File: config.mk
export PLATFORM = sky130hd
export DESIGN_NAME = lsu_ctrl
export DESIGN_NICKNAME = d
export VERILOG_FILES = /design/src/rtl/lsu_ctrl.sv
export SDC_FILE = /design/constraint.sdc
export NUM_CORES = 1
export LEC_CHECK = 0
export ABC_AREA = 1
export CORE_MARGIN = 2
export CORE_UTILIZATION = 45
export CTS_BUF_LIST = sky130_fd_sc_hd__clkbuf_4
export CTS_CLUSTER_SIZE = 40
export DETAILED_ROUTE_END_ITERATION = 12
export GPL_TIMING_DRIVEN = 0
export PLACE_DENSITY = 0.92
export SETUP_SLACK_MARGIN = 0.15
export SYNTH_ARGS = -nofsm -noshare
export SYNTH_HDL_FRONTEND = slang
export SYNTH_SLANG_ARGS = --single-unit
File: constraint.sdc
create_clock -name clk -period 8.8 [get_ports clk]
set_input_delay 0.88 -clock clk [delete_from_list [all_inputs] [get_ports clk]]
set_output_delay 0.88 -clock clk [all_outputs]
set_load 0.01 [all_outputs]
File: src/rtl/lsu_ctrl.sv
// Load/store initiator: one request at a time, single-cycle memory strobe, local extension and checks.
// Optional build macro LSU_MISALIGN_TRAP_EN traps misaligned half/word accesses at accept.
module lsu_ctrl #(
   parameter int unsigned MEM_BYTES = 4096,
   parameter int unsigned TAG_W     = 5
) (
   input  logic             clk,
   input  logic             rst,
   input  logic             req_valid,
   output logic             req_ready,
   input  logic             req_we,
   input  logic [2:0]       req_funct3,
   input  logic [31:0]      req_addr,
   input  logic [31:0]      req_wdata,
   input  logic [TAG_W-1:0] req_tag,
   output logic             resp_valid,
   input  logic             resp_ready,
   output logic [31:0]      resp_rdata,
   output logic [TAG_W-1:0] resp_tag,
   output logic             resp_err,
   output logic             resp_is_load,
   output logic             mem_read,
   output logic             mem_write,
   output logic [31:0]      mem_addr,
   output logic [31:0]      mem_wdata,
   output logic [2:0]       mem_funct3,
   input  logic [31:0]      mem_rdata
);

   localparam logic [1:0] IDLE  = 2'd0;
   localparam logic [1:0] ISSUE = 2'd1;
   localparam logic [1:0] WAIT  = 2'd2;
   localparam logic [1:0] RESP  = 2'd3;

   localparam logic [32:0] MEM_LIMIT = 33'(MEM_BYTES);

   logic [1:0]       state_q, state_d;
   logic             we_q, we_d;
   logic [2:0]       funct3_q, funct3_d;
   logic [31:0]      addr_q, addr_d;
   logic [31:0]      wdata_q, wdata_d;
   logic [TAG_W-1:0] tag_q, tag_d;
   logic [31:0]      rdata_q, rdata_d;
   logic             err_q, err_d;

   logic funct3_bad;
   logic addr_bad;
   logic misalign;
   logic [31:0] rdata_ext;

   always_comb begin
      if (req_we) begin
         funct3_bad = !(req_funct3 inside {3'b000, 3'b001, 3'b010});
      end else begin
         funct3_bad = !(req_funct3 inside {3'b000, 3'b001, 3'b010, 3'b100, 3'b101});
      end
   end

   // Compared at 33 bits so the whole 32-bit address range is checked without wrap.
   assign addr_bad = ({1'b0, req_addr} >= MEM_LIMIT);

`ifdef LSU_MISALIGN_TRAP_EN
   assign misalign = ((req_funct3[1:0] == 2'b01) && req_addr[0]) ||
                     ((req_funct3[1:0] == 2'b10) && (req_addr[1:0] != 2'b00));
`else
   assign misalign = 1'b0;
`endif

   // Only the low bits of the memory word are used; the memory's own extension is ignored.
   always_comb begin
      case (funct3_q)
         3'b000:  rdata_ext = {{24{mem_rdata[7]}}, mem_rdata[7:0]};
         3'b001:  rdata_ext = {{16{mem_rdata[15]}}, mem_rdata[15:0]};
         3'b100:  rdata_ext = {24'd0, mem_rdata[7:0]};
         3'b101:  rdata_ext = {16'd0, mem_rdata[15:0]};
         default: rdata_ext = mem_rdata;
      endcase
   end

   always_comb begin
      // NOTE: every _d gets its hold value first so no path through the case infers a latch.
      state_d  = state_q;
      we_d     = we_q;
      funct3_d = funct3_q;
      addr_d   = addr_q;
      wdata_d  = wdata_q;
      tag_d    = tag_q;
      rdata_d  = rdata_q;
      err_d    = err_q;
      case (state_q)
         IDLE: begin
            if (req_valid) begin
               we_d     = req_we;
               funct3_d = req_funct3;
               addr_d   = req_addr;
               wdata_d  = req_wdata;
               tag_d    = req_tag;
               rdata_d  = 32'd0;
               err_d    = funct3_bad | addr_bad | misalign;
               state_d  = (funct3_bad | addr_bad | misalign) ? RESP : ISSUE;
            end
         end
         ISSUE: state_d = we_q ? RESP : WAIT;
         WAIT: begin
            rdata_d = rdata_ext;
            state_d = RESP;
         end
         default: begin
            if (resp_ready) state_d = IDLE;
         end
      endcase
   end

   // NOTE: state registers use non-blocking assignments so every flop samples pre-edge values.
   always_ff @(posedge clk or posedge rst) begin
      if (rst) begin
         state_q  <= IDLE;
         we_q     <= 1'b0;
         funct3_q <= 3'd0;
         addr_q   <= 32'd0;
         wdata_q  <= 32'd0;
         tag_q    <= '0;
         rdata_q  <= 32'd0;
         err_q    <= 1'b0;
      end else begin
         state_q  <= state_d;
         we_q     <= we_d;
         funct3_q <= funct3_d;
         addr_q   <= addr_d;
         wdata_q  <= wdata_d;
         tag_q    <= tag_d;
         rdata_q  <= rdata_d;
         err_q    <= err_d;
      end
   end

   // Strobes decode straight from the state register so reset kills them asynchronously.
   assign req_ready    = (state_q == IDLE);
   assign resp_valid   = (state_q == RESP);
   assign mem_read     = (state_q == ISSUE) & ~we_q;
   assign mem_write    = (state_q == ISSUE) & we_q;
   assign mem_addr     = addr_q;
   assign mem_wdata    = wdata_q;
   assign mem_funct3   = funct3_q;
   assign resp_rdata   = rdata_q;
   assign resp_tag     = tag_q;
   assign resp_err     = err_q;
   assign resp_is_load = (state_q == RESP) & ~we_q;

endmodule
==> results by group <==
Setup path
  – Worst-path maximum fanout: 5
  – Worst Setup EP: req_ready
  – Crit Path Class: reg2out
  – Reg-to-reg critical path endpoint: mem_wdata[30]
  – Worst r2r src: state_q[0]
  – Startpoint types: flip-flop
  – Worst setup path startpoint: state_q[0]
  – Slowest-stage cell, CP: clkdlybuf4s50_1
  – CP endpoint kind: output pin
  – R2r setup slk: 6.78 ns
  – Data arrival time of the worst path: 1.85 ns
  – Register-to-Register Path Depth: 7
  – CP required: ~8 ns
  – CP max stage delay: 0.60 ns
  – Cells along the critical path: inv_1, ha_1, clkdlybuf4s50_1

Clocking
  – Reg clk slew, reported paths: approximately 0.15 ns
  – Hold Buf Count CTS: 0
  – Later-pin clock latency in the skew report: ~0.44 ns
  – CTS sink count: 108
  – Clock Tree Root: clkbuf_4
  – CTS tree: done
  – Num CTS Buffers: 9
  – Htree depth: 3
  – Max clock buf depth: 2
  – Post-CTS setup buffer count: 0
  – Post-cts resize count: 0

Floorplanning
  – Die area: between 0.01 and 0.015 mm2
  – Cell Rows: 36
  – Die H: roughly 100 um
  – Die width: approximately 100 um
  – Core Area: 0.00977 mm2
  – Initial core utilization: about 46%
  – # IOs: approximately 220

Power and ir drop
  – LEAKAGE: around 3.4 nW
  – Combinational share of power: between 50% and 60%
  – Switching power: a little over 0.9 mW
  – Cell area power density: ~330 mW/mm2
  – Worst vdd ir: roughly 0.18 mV
  – Sequential power share: 36.8%
  – Internal power: 1.43 mW
  – Part of the power in the clock network: around a tenth
  – Net Sw Frac: about two fifths
  – Power Total: ~2.3 mW

Layout
  – Number of diodes: 0
  – Share of cells above drive strength 1: approximately 5.5%
  – Final instance area: between 0.007 and 0.008 mm2
  – Final cell count without fillers: about 900
  – Final net count: 871
  – Area grow syn2layout: 55.4%

STA
  – Post-layout min period: between 2 and 3 ns
  – Min Hold Slack: around 0.5 ns
  – Final setup viols: 0
  – Clk_skew: between 0.008 and 0.009 ns
  – RSZ-0062 raised after global routing: false
  – Setup TNS: 0 ns
  – Slew HR: a little under three fifths
  – Hold Fails Final Rpt: 0
  – Worst Tran Pin Value: around 0.66 ns
  – Fmax: around 370 MHz
  – Crit share post-route: 31.1%
  – Fin. max-slew vios: 0

Synth
  – Mapped Area: 0.00454 mm2
  – Seq/Total Area, Yosys: around three fifths
  – Yosys top cell by area: dfrtp_1
  – Distinct cell type count of the synthesized netlist: 22
  – Async set-reset flop share out of synthesis: 100%
  – Post-synthesis compound-gate area fraction: between 6 and 7%
  – Count leader, synth: nand2_1
  – Syn_nets: approximately 640
  – Synth Area in Simple Gates: roughly 27%
  – Mux share of post-synthesis cell area: 0%
  – Main combinational cell family by area after synthesis: simple AND/OR/NAND/NOR gates
  – Post-Synth Adder-Cell Area: about 1.1%
  – Ys Warns: 0
  – Post-synth top cells: nand2_1 (222), dfrtp_1 (108), nor2_1 (41)
  – Syn Inst Count: 528
  – Synth Flop Type: dfrtp_1
  – Yosys top cell area share: 59.6%
  – Syn avg cell area: about 8.6 um2
  – Post-synth EDFFs: 0
  – Main area contributors after synthesis: dfrtp_1 (60%), nand2_1 (18%), o21ai_0 (3.6%)
  – Yosys reg bits: ~110
  – Xor/xnor share of the synthesized area: 0%

Global route
  – Overflow after GRT: 0
  – First-pass GRT wire length: roughly 22 mm
  – Initial antenna violation count: 0
  – Pin count of the biggest net entering global routing: 59
  – Number of global-route vias before repair: about 4800
  – All-Layer GR Usage: 25.8%

Outcome
  – Status: complete, no violations

Run
  – Max-Cap Viols: 0

Detailed routing
  – 1st-pass router iterations: 4
  – WL final: ~14 mm
  – Antenna Nets Post-Route: 0
  – DR iter-0 viols: 206
  – Vias per std cell: roughly 5.0
  – Via count: about 4500
  – DR WL/cell: ~15 um
  – Drt drc: 0

Placement
  – Placed cells: 880
  – Final HPWL DP: between 10 and 15 mm
  – Cell Area, Placed: 0.00691 mm2
  – Routability cong.: between 0.8 and 0.9
  – Port-buffer cells: approximately 220

Worst hold path
  – Min-delay src: mem_wdata[8]
  – Hold WC Path Type: reg2reg
## kinds of logic (layout without fill, tap and decap cells)
| kind of cell | Yosys count | count (layout) |
|---|---|---|
| compound gates | 52 | 52 |
| fa+ha+maj | 4 | 4 |
| buf+inv | 61 | 296 |
| flops | 108 | 108 |
| simple gates | 303 | 303 |
## critical path, delay by kind of cell, from the launching register on
family     cells  cell delay (ns)
buf+inv        2             0.71
fa+ha+maj      1             0.27
flops          1             0.44
## stage by stage
step           setup slack [ns]  utilization, %
6_report                   6.07            72.1
5_1_grt                    5.97            72.1
4_1_cts                    6.03            72.1
3_5_place_dp               6.19            70.7
3_3_place_gp               3.66            70.4
2_1_floorplan              5.07               -
## state kept, by name (all words and copies together) (netlist names)
signal      cells
mem_wdata      32
resp_err        1
resp_tag        5
mem_funct3      3
resp_rdata     32
we_q            1
mem_addr       32
state_q         2
## per-layer routing
metal / global-route usage [%] / vias up / share of wire (%)
met5: 0 / - / 0
met4: 13.9 / 0 / 4.1
met3: 7.08 / 48 / 8.2
met2: 45.0 / 209 / 51
met1: 28.4 / 2111 / 37
li1: - / 2101 / -
## power groups by stage
stage | Combinational [mW] | Sequential [mW] | Clock (mW)
final | 1.24 | 0.863 | 0.246
after global routing | 1.36 | 0.889 | 0.271
after CTS | 1.25 | 0.863 | 0.252
after detailed placement | 1.24 | 0.871 | 0
after global placement | 1.19 | 0.858 | 0
after floorplan | 0.481 | 0.954 | 0
## area by class of cell
class	instances	area (um2)
Sequential cell	108	2700
Inverter	35	134
Clock buffer	11	82.6
Tap cell	133	166
Fill cell	697	2730
Clock inverter	5	52.6
Timing Repair Buffer	219	2210
Buffer	26	119
Multi-Input combinational cell	359	1580
## placed cells by master (no fill, tap or decap), drive strengths merged
cell type	count
a21oi	9
a32o	7
buf	12
bufinv	1
clkbuf	26
clkdlybuf4s50	218
clkinv	3
clkinvlp	1
dfrtp	108
ha	4
inv	35
nand2	233
nand3	26
nand4	1
nor2	42
nor3	1
o21ai	35
o31ai	1
## worst min-delay path by stage
stage          depth (start not counted)  slack (ns)            end
3_5_place_dp                           2        0.46  mem_wdata[27]
2_1_floorplan                          2        0.50           we_q
5_1_grt                                2        0.52  mem_wdata[15]
4_1_cts                                2        0.50   mem_wdata[8]
6_report                               2        0.50   mem_wdata[8]
3_3_place_gp                           2        0.46   mem_wdata[3]
Note: power is estimated with default switching activity, not from simulation.
